--- src/rtl/b09_serial_tx_pkg.sv ---
// Shared definitions for the b09 serial frame transmitter and the converter-side model.
package b09_pkg;

  typedef enum logic [1:0] {
    ST_IDLE,
    ST_START,
    ST_DATA,
    ST_GAP
  } state_t;

  localparam int unsigned DATA_W_C   = 8;
  localparam logic        MARKER_BIT = 1'b1;

  function automatic int unsigned clog2(input int unsigned v);
    int unsigned r;
    r = 0;
    for (int unsigned i = 0; i < 32; i++) begin
      if ((64'd1 << i) < 64'(v)) r = i + 1;
    end
    return r;
  endfunction

endpackage

--- src/rtl/b09_serial_tx.sv ---
// Serial frame transmitter: marker bit, DATA_W data bits LSB first, then GAP zero cycles.
module b09_serial_tx
  import b09_pkg::*;
#(
  parameter int unsigned DATA_W = DATA_W_C,
  parameter int unsigned GAP    = 3,
  parameter int unsigned CNT_W  = 8
) (
  input  logic              clock,
  input  logic              reset,
  input  logic [DATA_W-1:0] tx_data,
  input  logic              tx_valid,
  output logic              tx_ready,
  output logic              x_out,
  output logic              busy,
  output logic              frame_done,
  output logic [CNT_W-1:0]  frames_sent
);

  localparam int unsigned       BIT_W    = (clog2(DATA_W) > 0) ? clog2(DATA_W) : 1;
  localparam logic [BIT_W-1:0]  BIT_LAST = BIT_W'(DATA_W - 1);
  localparam logic [3:0]        GAP_LAST = 4'(GAP - 1);
  // GAP_PRE wraps to 15 when GAP==1; gap_cnt never reaches it, that case is handled on GAP entry.
  localparam logic [3:0]        GAP_PRE  = 4'(GAP - 2);
  localparam logic              GAP_ONE  = (GAP == 1);

  state_t              state;
  logic [DATA_W-1:0]   shreg;
  logic [BIT_W-1:0]    bit_cnt;
  logic [3:0]          gap_cnt;

  always_ff @(posedge clock or posedge reset) begin
    if (reset) begin
      state       <= ST_IDLE;
      shreg       <= '0;
      bit_cnt     <= '0;
      gap_cnt     <= '0;
      x_out       <= 1'b0;
      tx_ready    <= 1'b1;
      busy        <= 1'b0;
      frame_done  <= 1'b0;
      frames_sent <= '0;
    end else begin
      frame_done <= 1'b0;
      case (state)
        ST_IDLE: begin
          if (tx_valid && tx_ready) begin
            shreg    <= tx_data;
            state    <= ST_START;
            x_out    <= MARKER_BIT;
            tx_ready <= 1'b0;
            busy     <= 1'b1;
          end
        end
        ST_START: begin
          state   <= ST_DATA;
          bit_cnt <= '0;
          x_out   <= shreg[0];
          shreg   <= shreg >> 1;
        end
        ST_DATA: begin
          if (bit_cnt == BIT_LAST) begin
            state   <= ST_GAP;
            gap_cnt <= '0;
            x_out   <= 1'b0;
            if (GAP_ONE) begin
              frame_done  <= 1'b1;
              frames_sent <= frames_sent + 1'b1;
            end
          end else begin
            x_out   <= shreg[0];
            shreg   <= shreg >> 1;
            bit_cnt <= bit_cnt + 1'b1;
          end
        end
        ST_GAP: begin
          if (gap_cnt == GAP_LAST) begin
            state    <= ST_IDLE;
            tx_ready <= 1'b1;
            busy     <= 1'b0;
          end else begin
            gap_cnt <= gap_cnt + 1'b1;
            // Outputs are registered, so the pulse is launched one edge before the last gap cycle.
            if (gap_cnt == GAP_PRE) begin
              frame_done  <= 1'b1;
              frames_sent <= frames_sent + 1'b1;
            end
          end
        end
        default: state <= ST_IDLE;
      endcase
    end
  end

endmodule

--- config.mk ---
export PLATFORM = sky130hd
export DESIGN_NAME = b09_serial_tx
export DESIGN_NICKNAME = d
export VERILOG_FILES = /design/src/rtl/b09_serial_tx_pkg.sv /design/src/rtl/b09_serial_tx.sv
export SDC_FILE = /design/constraint.sdc
export NUM_CORES = 1
export LEC_CHECK = 0
export CAP_MARGIN = 20
export CORE_ASPECT_RATIO = 0.6
export CORE_MARGIN = 4
export CORE_UTILIZATION = 49
export CTS_BUF_LIST = sky130_fd_sc_hd__clkbuf_8 sky130_fd_sc_hd__clkbuf_16
export DETAILED_ROUTE_END_ITERATION = 8
export GPL_TIMING_DRIVEN = 0
export PLACE_DENSITY = 0.75
export REMOVE_ABC_BUFFERS = 1
export SYNTH_ARGS = -nofsm -noshare
export SYNTH_HDL_FRONTEND = slang
export SYNTH_SLANG_ARGS = --single-unit
--- constraint.sdc ---
create_clock -name clock -period 1.75 [get_ports clock]
set_input_delay 0.2625 -clock clock [delete_from_list [all_inputs] [get_ports clock]]
set_output_delay 0.2625 -clock clock [all_outputs]
set_load 0.03 [all_outputs]
# Yosys cells after proc, flatten, opt, wreduce, memory -nomap -nowiden
# Cells that the tools add are included.
# Widths: inputs -> output; s select.
# classes
addsub	3
n_eq_ne	11
n_reduce_logical	13
bitwise_logic	1
muxes	23
# ops
operator	count
$pmux 8 s3	1
$mux 8	2
$reduce_and 3->1	5
$ne 2x2->1 const B	5
$add 8x1->8 const B	1
$mux 1	8
$mux 4	2
$pmux 2 s4	1
$pmux 4 s2	1
$mux 2	3
$pmux 3 s2	1
$reduce_bool 2->1	3
$add 4x1->4 const B	1
$eq 2x2->1 const B	2
$eq 4x1->1 const B	1
$eq 4x2->1 const B	1
$pmux 1 s2	2
$reduce_and 2->1	2
$add 3x1->3 const B	1
$eq 3x3->1 const B	1
$mux 3	1
$pmux 1 s3	1
$reduce_bool 3->1	1
$eq 2x1->1 const B	1
3 further kinds	3
# word_totals
output_inout_bits	12
reg_bits	29
inputBits	11

# Longest topological paths before layout
# depth
ltp_word	4
mapped_depth	6

# Worst setup path before layout
# Ideal clock, no wire load.
# synth_path
kind	reg2reg
from	reg gap_cnt[0]
to	reg state[1]
arrival_time_ps	1717
path_stages_with_launch	7
setup_slack_ps	-95
synth_period_minus_slack_ps	1845
required_ps	1622
cell_sequence	dfrtp_1 > inv_1 > ha_1 > or3b_1 > buf_6 > a211oi_2 > mux2_1
# synth_between
elab_chain_cells	3
# synth_rtl
item	line	text
start, declared	b09_serial_tx.sv:30	logic [3:0] gap_cnt;
start signal, assigned	b09_serial_tx.sv:82	gap_cnt <= gap_cnt + 1'b1;
$eq 4x2->1	b09_serial_tx.sv:77	if (gap_cnt == GAP_LAST) begin
$ne 2x2->1 (no source line)	--	
$reduce_and 3->1 (no source line)	--	
end signal, assigned	b09_serial_tx.sv:63	state <= ST_GAP;
end signal, assigned	b09_serial_tx.sv:78	state <= ST_IDLE;
end signal, assigned	b09_serial_tx.sv:90	default: state <= ST_IDLE;
end, declared	b09_serial_tx.sv:27	state_t state;
# Every way passes these cells.
# A chain may end at the register's enable or synchronous reset.

# Final worst setup path
# Ends and elaborated chain as after synthesis.

==> summary.md <==
| Metric | Value |
|---|---|
| Initial antenna violation count | `0` |
| Synth area leaders | `dfrtp_1 (43%), mux2_2 (10%), ha_1 (9.1%)` |
| Metal-1 WL | `1790 um` |
| Sequential share of the synthesized area | `0.442` |
| Drt initial violations | `96` |
| Clock latency on the worst-skew pair | `280 ps` |
| Logic gate share of total power | `0.587` |
| Layout cells sized above 1 | `0.290` |
| GRT Total Usage | `0.188` |
| Ys flop type | `dfrtp_1` |
| DIE HEIGHT | `52.9 um` |
| Switch share | `0.389` |
| Core Footprint | `3040 um^2` |
| Worst hold slack | `253 ps` |
| WS Path Type | `flop to flop` |
| PD cells | `1960 nW/um^2` |
| Number of antenna diodes | `0` |
| Yosys cell types | `44` |
| Leading area contributor after synthesis | `dfrtp_1` |
| Post-synth top area share | `0.427` |
| IO Pins | `23` |
| Worst Tran Pin Value | `410 ps` |
| Startpoint Class | `flop` |
| Pin count of the biggest net entering global routing | `30` |
| LEAKAGE | `0.952 nW` |
| RSZ-0062 raised after global routing | `yes` |
| Antenna-violating nets left | `0` |
| CTS Sinks | `29` |
| Metal3 WL | `295 um` |
| Drt first pass iters | `4` |
| DP HPWL | `2540 um` |
| Flop pwr share | `0.281` |
| Vias in the first global route | `1264` |
| Starting Density | `0.540` |
| Drt wl/cell | `17.6 um` |
| First-pass GRT wire length | `6090 um` |
| DRC violations left | `0` |
| Crit path max-delay family | `flip-flops` |
| Number of max-cap violations | `0` |
| Synth Instances | `144` |
| WP depth | `5` |
| Syn avg cell area | `11.4 um^2` |
| Row Count | `15` |
| DIE WIDTH | `82.8 um` |
| Synth warnings | `0` |
| Top Metal Used | `met4` |
| Total detailed-routing wirelength | `3850 um` |
| Tot Pwr | `4.27 mW` |
| Clock power share | `0.132` |
| CTS tree | `done` |
| Final setup vio count | `1` |
| Vias | `1269` |
| # port buffers | `22` |
| Critical-path maximum fanout | `2` |
| Data required, critical path | `1910 ps` |
| Failing checks | `setup timing` |
| Crit end category | `flop` |
| Status | `finished, violations left` |
| Minimum clock period | `1780 ps` |
| Final setup margin | `-31.4 ps` |
| Clock Pin Slew Worst Setup and Hold Paths | `60 ps` |
| Fin crit share | `1.02` |
| Post-CTS Hold Buffers | `0` |
| Async S/R FF share, synth | `1.00` |
| Internal Power | `2.61 mW` |
| Synth-to-layout area growth | `32.8%` |
| CP max stage cell | `dfrtp_2` |
| Post-synth EDFFs | `0` |
| Final Hold Fails | `0` |
| Slew HR | `0.726` |
| Die area | `4370 um^2` |
| Final nets | `198` |
| Max-slew violation count | `0` |
| Routability cong. | `0.834` |
| Crit path cell chain | `inv_2, ha_4, or3b_4, a211oi_4, mux2_4` |
| Max incr delay on CP | `430 ps` |
| Final Skew | `5.24 ps` |
| Synth Cell Area | `1640 um^2` |
| Max H-tree Level | `2` |
| Worst Path Buf+Inv | `1` |
| Crit path DAT | `1940 ps` |
| Vias per cell | `5.82` |
| Commonest non-fill, non-tap cell in the layout | `dfrtp_1` |
| Num CTS Buffers | `5` |
| Wire length on met2 | `1730 um` |
| Clock Tree Root | `clkbuf_8` |
| R2R depth | `5` |
| Min-Delay Path Class | `input pin to async pin` |
| Worst vdd ir | `0.791 mV` |
| Clock Tree Buf Depth | `2` |
| Most frequent cells in the layout | `dfrtp_1 (24), clkdlybuf4s50_1 (21), mux2_4 (9), o21ai_0 (8)` |
| Yosys reg bits | `29` |
| Gr ovfl total | `0` |
| Sw Pwr | `1.66 mW` |
| Fmax | `0.561 GHz` |
-- cell usage after synthesis (3+ instances only) --
cell,instances
mux2i_1,3
o21ai_0,8
dfrtp_1,28
nor2b_1,6
nor2_1,3
ha_1,12
xnor2_1,7
inv_1,8
a21oi_1,3
nand3_1,6
mux2_2,15
nand2_1,7
-- per-stage QoR --
stage          setup slack [ps]   util  cells  setup TNS [ps]  instance area, um^2
2_1_floorplan             -84.7      -    140            -652                 1620
3_3_place_gp               -285  0.623    204           -2750                 1890
3_5_place_dp               -374  0.623    204           -3680                 1890
4_1_cts                   -5.40  0.685    217           -5.40                 2080
5_1_grt                   -55.4  0.718    218            -107                 2180
6_report                  -31.4  0.718    218           -31.4                 2180
-- routing by layer --
layer	vias to the layer above	GRT usage
met5	-	0
met3	7	0.0595
met4	0	0.0571
li1	582	-
met2	53	0.279
met1	627	0.261
-- worst paths after layout --
kind / from / endpoint / slack (ps)
worst min register to register: frames_sent[7] / frames_sent[7] / 500
worst max-delay path: gap_cnt[0] / state[1] / -30
worst max register to register: gap_cnt[0] / state[1] / -30
min in group clock: frames_sent[7] / frames_sent[7] / 500
max in group asynchronous: reset / tx_ready / 1000
worst min-delay path: reset / frames_sent[1] / 250
-- layout make-up --
cell class,count,area [um^2]
Clock buffer,6,82.6
Clock inverter,2,7.51
Fill cell,203,858
Inverter,8,35.0
Multi-Input combinational cell,103,981
Sequential cell,29,732
Tap cell,42,52.6
Timing Repair Buffer,28,292
-- registers in the layout, indices dropped and copies added (netlist names) --
| name | cells |
|---|---|
| shreg | 8 |
| state | 2 |
| frame_done | 1 |
| busy | 1 |
| frames_sent | 8 |
| gap_cnt | 4 |
| tx_ready | 1 |
| x_out | 1 |
| bit_cnt | 3 |
-- power groups by stage --
stage                     clock network [mW]  registers [mW]  logic [mW]
after floorplan                            0            1.23        1.28
after global placement                     0            1.13        1.77
after detailed placement                   0            1.15        1.87
after CTS                              0.572            1.16        2.19
after global routing                   0.601            1.24        2.70
final                                  0.561            1.20        2.51
-- worst reg2reg max path, cell delays in order, from the launching register on --
cell and delay [ps]:
dfrtp_2 430, inv_2 80, ha_4 140, or3b_4 410, a211oi_4 290, mux2_4 320
-- timing repair --
action,4_1_cts,5_1_grt
buffers inserted,5,0
pin swaps,2,3
gates resized for setup,18,18
endpoints found under the setup margin,17,9
-- logic make-up after synthesis --
family                     after synthesis  share of synthesized area
buffers and inverters                   12                     0.0320
AOI/OAI and AO/OA                       26                      0.116
DFF                                     29                      0.442
adders and majority gates               12                     0.0914
xor gates and xnor gates                 8                     0.0427
and+or+nand+nor                         37                      0.141
muxes                                   20                      0.135
No activity file was read; power rests on OpenSTA's default activity.
